## src/rtl/z80_bus_ctrl.sv

```systemverilog
// Z80 bus-cycle generator: turns the core's one-hot M-cycle/T-state and
// cycle qualifiers into registered bus strobes, inserts per-cycle-type
// internal wait states merged with the external wait, and latches read data.
module z80_bus_ctrl #(
  parameter int unsigned T2WRITE  = 1,
  parameter int unsigned REFRESH  = 0,
  parameter int unsigned M1_WAIT  = 0,
  parameter int unsigned MEM_WAIT = 0,
  parameter int unsigned IO_WAIT  = 1,
  parameter int unsigned DW       = 8
) (
  input  logic          clk,
  input  logic          reset,
  input  logic          cen,
  input  logic [6:0]    mcycle,
  input  logic [6:0]    tstate,
  input  logic          intcycle_n,
  input  logic          no_read,
  input  logic          write,
  input  logic          iorq,
  input  logic          wait_n,
  input  logic [DW-1:0] di,
  output logic          core_wait_n,
  output logic [DW-1:0] di_reg,
  output logic          mreq_n,
  output logic          iorq_n,
  output logic          rd_n,
  output logic          wr_n,
  output logic          wstate
);

  localparam logic [3:0] M1W  = 4'(M1_WAIT);
  localparam logic [3:0] MEMW = 4'(MEM_WAIT);
  localparam logic [3:0] IOW  = 4'(IO_WAIT);

  logic [3:0]    wcnt_q, wcnt_d;
  logic          mreq_n_d, iorq_n_d, rd_n_d, wr_n_d;
  logic [DW-1:0] di_reg_d;
  logic          m1, act;
  logic          unused_bits;

  // Only M1, T1..T3 are decoded; the remaining one-hot bits are don't-care.
  assign unused_bits = ^{mcycle[6:1], tstate[6:4], tstate[0]};

  assign wstate      = (wcnt_q != 4'd0);
  assign core_wait_n = wait_n & ~wstate;
  assign m1          = mcycle[0];
  // Strobes are (re)asserted on the T1 edge and on every T2 edge that stalls.
  assign act         = tstate[1] | (tstate[2] & ~core_wait_n);

  // Wait counter: load by cycle type in T1, count down in T2.
  always_comb begin
    wcnt_d = wcnt_q;
    if (tstate[1]) begin
      if (m1) begin
        wcnt_d = intcycle_n ? M1W : IOW;
      end else if (iorq) begin
        wcnt_d = IOW;
      end else if (no_read && !write) begin
        wcnt_d = 4'd0;
      end else begin
        wcnt_d = MEMW;
      end
    end else if (tstate[2] && wstate) begin
      wcnt_d = wcnt_q - 4'd1;
    end
  end

  // Strobe next state: all high unless a rule below pulls one low.
  always_comb begin
    mreq_n_d = 1'b1;
    iorq_n_d = 1'b1;
    rd_n_d   = 1'b1;
    wr_n_d   = 1'b1;
    if (m1) begin
      if (act) begin
        rd_n_d   = ~intcycle_n;
        mreq_n_d = ~intcycle_n;
        iorq_n_d = intcycle_n;
      end
      if (tstate[3] && (REFRESH != 0)) begin
        mreq_n_d = 1'b0;
      end
    end else begin
      if (act && !no_read && !write) begin
        rd_n_d   = 1'b0;
        iorq_n_d = ~iorq;
        mreq_n_d = iorq;
      end
      // Late writes start on the first T2 edge so data has a cycle to settle.
      if (write && ((T2WRITE != 0) ? act : tstate[2])) begin
        wr_n_d   = 1'b0;
        iorq_n_d = ~iorq;
        mreq_n_d = iorq;
      end
    end
  end

  // Capture read data on the final T2 edge, once all waits are done.
  always_comb begin
    di_reg_d = di_reg;
    if (tstate[2] && core_wait_n) begin
      di_reg_d = di;
    end
  end

  // State registers; everything holds while cen is low.
  always_ff @(posedge clk or posedge reset) begin
    if (reset) begin
      wcnt_q <= 4'd0;
      mreq_n <= 1'b1;
      iorq_n <= 1'b1;
      rd_n   <= 1'b1;
      wr_n   <= 1'b1;
      di_reg <= '0;
    end else if (cen) begin
      wcnt_q <= wcnt_d;
      mreq_n <= mreq_n_d;
      iorq_n <= iorq_n_d;
      rd_n   <= rd_n_d;
      wr_n   <= wr_n_d;
      di_reg <= di_reg_d;
    end
  end

endmodule

```

## config.mk

```make
export PLATFORM = sky130hd
export DESIGN_NAME = z80_bus_ctrl
export DESIGN_NICKNAME = d
export VERILOG_FILES = /design/src/rtl/z80_bus_ctrl.sv
export SDC_FILE = /design/constraint.sdc
export NUM_CORES = 1
export LEC_CHECK = 0
export BUFFER_PORTS_ARGS = -buffer_cell sky130_fd_sc_hd__buf_2
export CAP_MARGIN = 20
export CORE_MARGIN = 1.5
export CORE_UTILIZATION = 42
export CTS_CLUSTER_DIAMETER = 30
export CTS_CLUSTER_SIZE = 14
export DETAILED_ROUTE_END_ITERATION = 6
export PLACE_DENSITY_LB_ADDON = 0.25
export SLEW_MARGIN = 25
export SYNTH_ARGS = -nofsm -noshare
export SYNTH_HDL_FRONTEND = slang
export SYNTH_SLANG_ARGS = --single-unit
```

## constraint.sdc

```tcl
create_clock -name clk -period 2.1 [get_ports clk]
set_input_delay 0.105 -clock clk [delete_from_list [all_inputs] [get_ports clk]]
set_output_delay 0.105 -clock clk [all_outputs]
set_load 0.05 [all_outputs]
```

After elaboration in Yosys (flattened, before gate mapping)
Cells that the tools add are included.
{ "classes": {"addsub": 1, "mux": 17, "n_bitwise": 7, "n_reduce_logical": 11} }
{ "ops": {"columns": ["cell", "n"], "rows": [
  ["$mux W1", 15],
  ["$mux W4", 2],
  ["$logic_and A1 B1 Y1", 5],
  ["$not A1 Y1", 4],
  ["$reduce_and A2 Y1", 2],
  ["$reduce_bool A4 Y1", 1],
  ["$sub A4 B1 Y4 const B", 1],
  ["$and A1 B1 Y1", 2],
  ["$logic_not A1 Y1", 2],
  ["$reduce_bool A2 Y1", 1],
  ["$or A1 B1 Y1", 1]
]} }
{ "word_totals": {"wordCells": 42, "register_bits": 16} }

Depth between registers and ports, before layout
{ "depth": {"word_depth": 11, "depth_mapped": 7} }

Least setup slack after synthesis
No wires, ideal clock.
{ "synth_path": {"kind": "reg2reg", "startpoint": "reg wcnt_q[0]", "endpoint": "reg wcnt_q[3]", "t_arrival_ns": 1.641, "period_less_slack_ns": 1.728, "setup_ns": 0.087, "path_slack_ns": 0.372, "stages_incl_launch_ff": 8, "cell_sequence": "dfrtp_1 -> inv_1 -> ha_1 -> nor4b_1 -> or3_1 -> clkbuf_2 -> or3_1 -> a22oi_1"} }
{ "synth_via": {"elab_chain_cells": 4} }
{ "synth_lines": {"columns": ["item", "line", "rtl"], "rows": [
  ["start, declared", "36", "logic [3:0] wcnt_q, wcnt_d;"],
  ["start signal, assigned", "117", "wcnt_q <= wcnt_d;"],
  ["parallel branches: the longest is 4 deep, another holds $sub A4 B1 Y4", null, null]
]} }
Several ways; the timed one is not identified. The select of a mux whose other input is x is not followed.
A chain may end at the register's enable or synchronous reset.

Worst setup path in the final report
{ "layout_path": {"startpoint": "reg wcnt_q[0]", "endpoint": "reg di_reg[4]"} }
{ "layout_via": {"elab_chain_cells": 5} }
{ "layout_lines": {"columns": ["item", "line", "rtl"], "rows": [
  ["$reduce_bool A4 Y1", "45", "assign wstate = (wcnt_q != 4'd0);"],
  ["$not A1 Y1", "46", "assign core_wait_n = wait_n & ~wstate;"],
  ["$and A1 B1 Y1", "46", null],
  ["$logic_and A1 B1 Y1", "102", "if (tstate[2] && core_wait_n) begin"],
  ["$reduce_and A2 Y1 (no source line)", null, null],
  ["end signal, assigned", "122", "di_reg <= di_reg_d;"],
  ["end, declared", "24", "output logic [DW-1:0] di_reg,"]
]} }
Every way passes these cells.

==> flow_summary.yaml <==
outcome:
  status: "finished clean"
critical_path:
  crit_path_cell_trace: "inv_1 > ha_1 > nand4bb_1 > nor2_2 > mux2_2"
  rr_worst_depth: 5
  path_delay_family: "simple AND/OR/NAND/NOR gates"
  reg2reg_from: "wcnt_q[0]"
  regToRegSetupSlack_ns: 0.25
  worst-endpoint-arrival_ns: 2.03
  crit_path_end_kind: "register"
  cp-start-kind: "register"
  slowest_stage: "dfrtp_1"
  cpPeakStageDelay_ns: 0.41
  cp.required_ns: 2.27
  cp.buffers_inverters: 1
  path_max_fanout: 8
  crit_path_start: "wcnt_q[0]"
  reg2reg_to: "di_reg[4]"
  path_class: "register to register"
placed_design:
  gp_congestion: 0.749
  pre_cts_slack_ns: 0.237
  io_buffer_count: 32
  dp_cells: 125
  hpwl_um: 1150
grt:
  antenna_found_initial: 0
  grt_first_pass_wirelength_um: 2410
  grt_pass1_vias: 534
  grt_overflow: 0
  grt_max_degree: 17
  grt.total_usage: 0.162
final_layout:
  fillerInstances: 169
  drive_gt1_frac: 0.505
  largest_register_ffs: 8
  diodes: 0
  multi_input_area_um2: 335
  regArea_um2: 405
  nets: 137
  final_cell_count_no_fill: 130
  finish.utilization: 0.576
  area_growth_pct: 27.7
die:
  rows: 15
  initial_core_util: 0.451
  core_um2: 1750
  die_y_um: 46.3
  boundaryPins: 44
  dieWidth_um: 46.3
  die-area_um2: 2140
sta:
  fin_ws_ns: 0.246
  fmax_mhz: 539
  finalSetupTns_ns: 0
  finalHoldViolCount: 0
  period_minus_slack_ns: 1.85
  period_share: 0.883
  setup_violations: 0
  max_slew_margin: 0.585
  worst_pin_slew_ns: 0.622
  finClkSkew_ns: 0.00110
  rsz0062_at_grt: "false"
  slew_violations: 0
cts:
  cts_tree: "built"
  cts_made_buffers: 3
  clock_latency_ns: 0.28
  postCtsSetupBuffers: 0
  clkSinkCount: 16
  clkTransAtPathRegs_ns: 0.09
  cts_htree_levels: 1
  clk_path_buf_depth: 2
  cts_resized: 0
  clock-root-buffer: "clkbuf_4"
synthesis:
  seq_area_frac_synth: 0.515
  synthesis.area_um2: 787
  synth_edf_count: 0
  netlist.area_leader.share: 0.382
  postSynthAreaPerCell_um2: 11.1
  synth_top_area_cell: "dfrtp_1"
  synthFlopType: "dfrtp_1"
  synth.distinct_cells: 26
  synthCells: 71
  yosys-top-cells-area: "dfrtp_1, dfstp_2, mux2_2"
  synth_nets: 102
  yosysWarnings: 0
  async_flop_share: 1.00
  ys_seq_elements: 16
power_and_ir_drop:
  leakagePower_nw: 0.491
  peakVddDrop_mv: 0.585
  p_per_area_nw_per_um2: 1490
route:
  routed_wl_um: 1520
  drt_drc_violations_left: 0
  ant_nets: 0
  drt_iter0_markers: 7
  viasPerCell: 4.98
  wl_per_cell_um: 11.7
  vias: 647
  first_pass_iters: 3
hold_path:
  min_path_cells: 2
  hold_path_class: "primary input to register"
  holdPathEnd: "wr_n"
  min_from: "write"
flow_run:
  drv_cap: 0
[layer usage]
metal | global-route usage | routed length (um) | up-vias
met2 | 0.300 | 772 | 20
met3 | 0.0353 | 76 | 0
li1 | - | - | 323
met4 | 0.0514 | 0 | 0
met1 | 0.181 | 670 | 304
met5 | 0 | 0 | -
[synth_stat cells (all sizes together) (2+ instances only)]
master / number
mux2: 9
inv: 7
o31ai: 2
clkbuf: 2
dfrtp: 12
nand4bb: 2
or3: 3
o21ai: 4
a31oi: 3
a21oi: 2
nor2: 7
nand2: 3
dfstp: 4
[where the power goes]
part / switching [mW] / internal (mW)
logic: 0.560 / 0.238
registers: 0.0658 / 0.432
clock network: 0.0948 / 0.105
total: 0.721 / 0.775
[final cells by class]
cell class,instances,area share
Sequential cell,16,0.403
Multi-Input combinational cell,45,0.334
Clock buffer,4,0.0361
Inverter,7,0.0262
Timing Repair Buffer,33,0.169
Tap cell,25,0.0311
[worst max path at each step]
stage / cells after the start / slack [ns] / to
after global routing: 5 / 0.09 / di_reg[4]
after CTS: 5 / 0.22 / di_reg[4]
after detailed placement: 5 / 0.24 / di_reg[4]
after global placement: 5 / 0.30 / di_reg[1]
after floorplan: 7 / 0.37 / wcnt_q[3]
final: 5 / 0.25 / di_reg[4]
[logic make-up after synthesis]
family / share of synthesized area
fa+ha+maj: 0.0159
flops: 0.515
compound gates: 0.124
buf+inv: 0.0588
simple gates: 0.145
mux: 0.141
[layout by cell type, fill, tap and decap left out, types with 2 or more instances in the layout]
| cell type | n |
|---|---|
| mux2_2 | 9 |
| a31oi_1 | 3 |
| nand4bb_1 | 2 |
| inv_1 | 7 |
| o21ai_0 | 4 |
| nor2_1 | 5 |
| dfrtp_1 | 12 |
| buf_2 | 32 |
| nand2_1 | 3 |
| dfstp_2 | 4 |
| or3_1 | 3 |
| clkbuf_4 | 3 |
| o31ai_1 | 2 |
| nor2_2 | 2 |
| a21oi_1 | 2 |
[worst register-to-register path, delay by kind of cell (launching register included)]
| family | cells | cell delay [ns] |
|---|---|---|
| adder cells (fa/ha/maj) | 1 | 0.22 |
| AND/OR/NAND/NOR | 2 | 0.65 |
| buffers and inverters | 1 | 0.08 |
| multiplexers | 1 | 0.39 |
| flip-flops | 1 | 0.41 |
[timing repair]
item / in CTS / in global routing
endpoints found under the setup margin: 0 / 0
hold buffers: 1 / 0
hold endpoints to repair: 12 / 0
[through the flow]
step / total power, mW / area, um2 / hold slack, ns
final: 1.50 / 1000 / 0.0360
after global routing: 1.59 / 1000 / 0.0420
after CTS: 1.51 / 1000 / 0.0252
after detailed placement: 1.31 / 958 / 0.212
after global placement: 1.29 / 958 / 0.191
after floorplan: 1.14 / 787 / 0.0159
(Power assumes the default switching activity.)
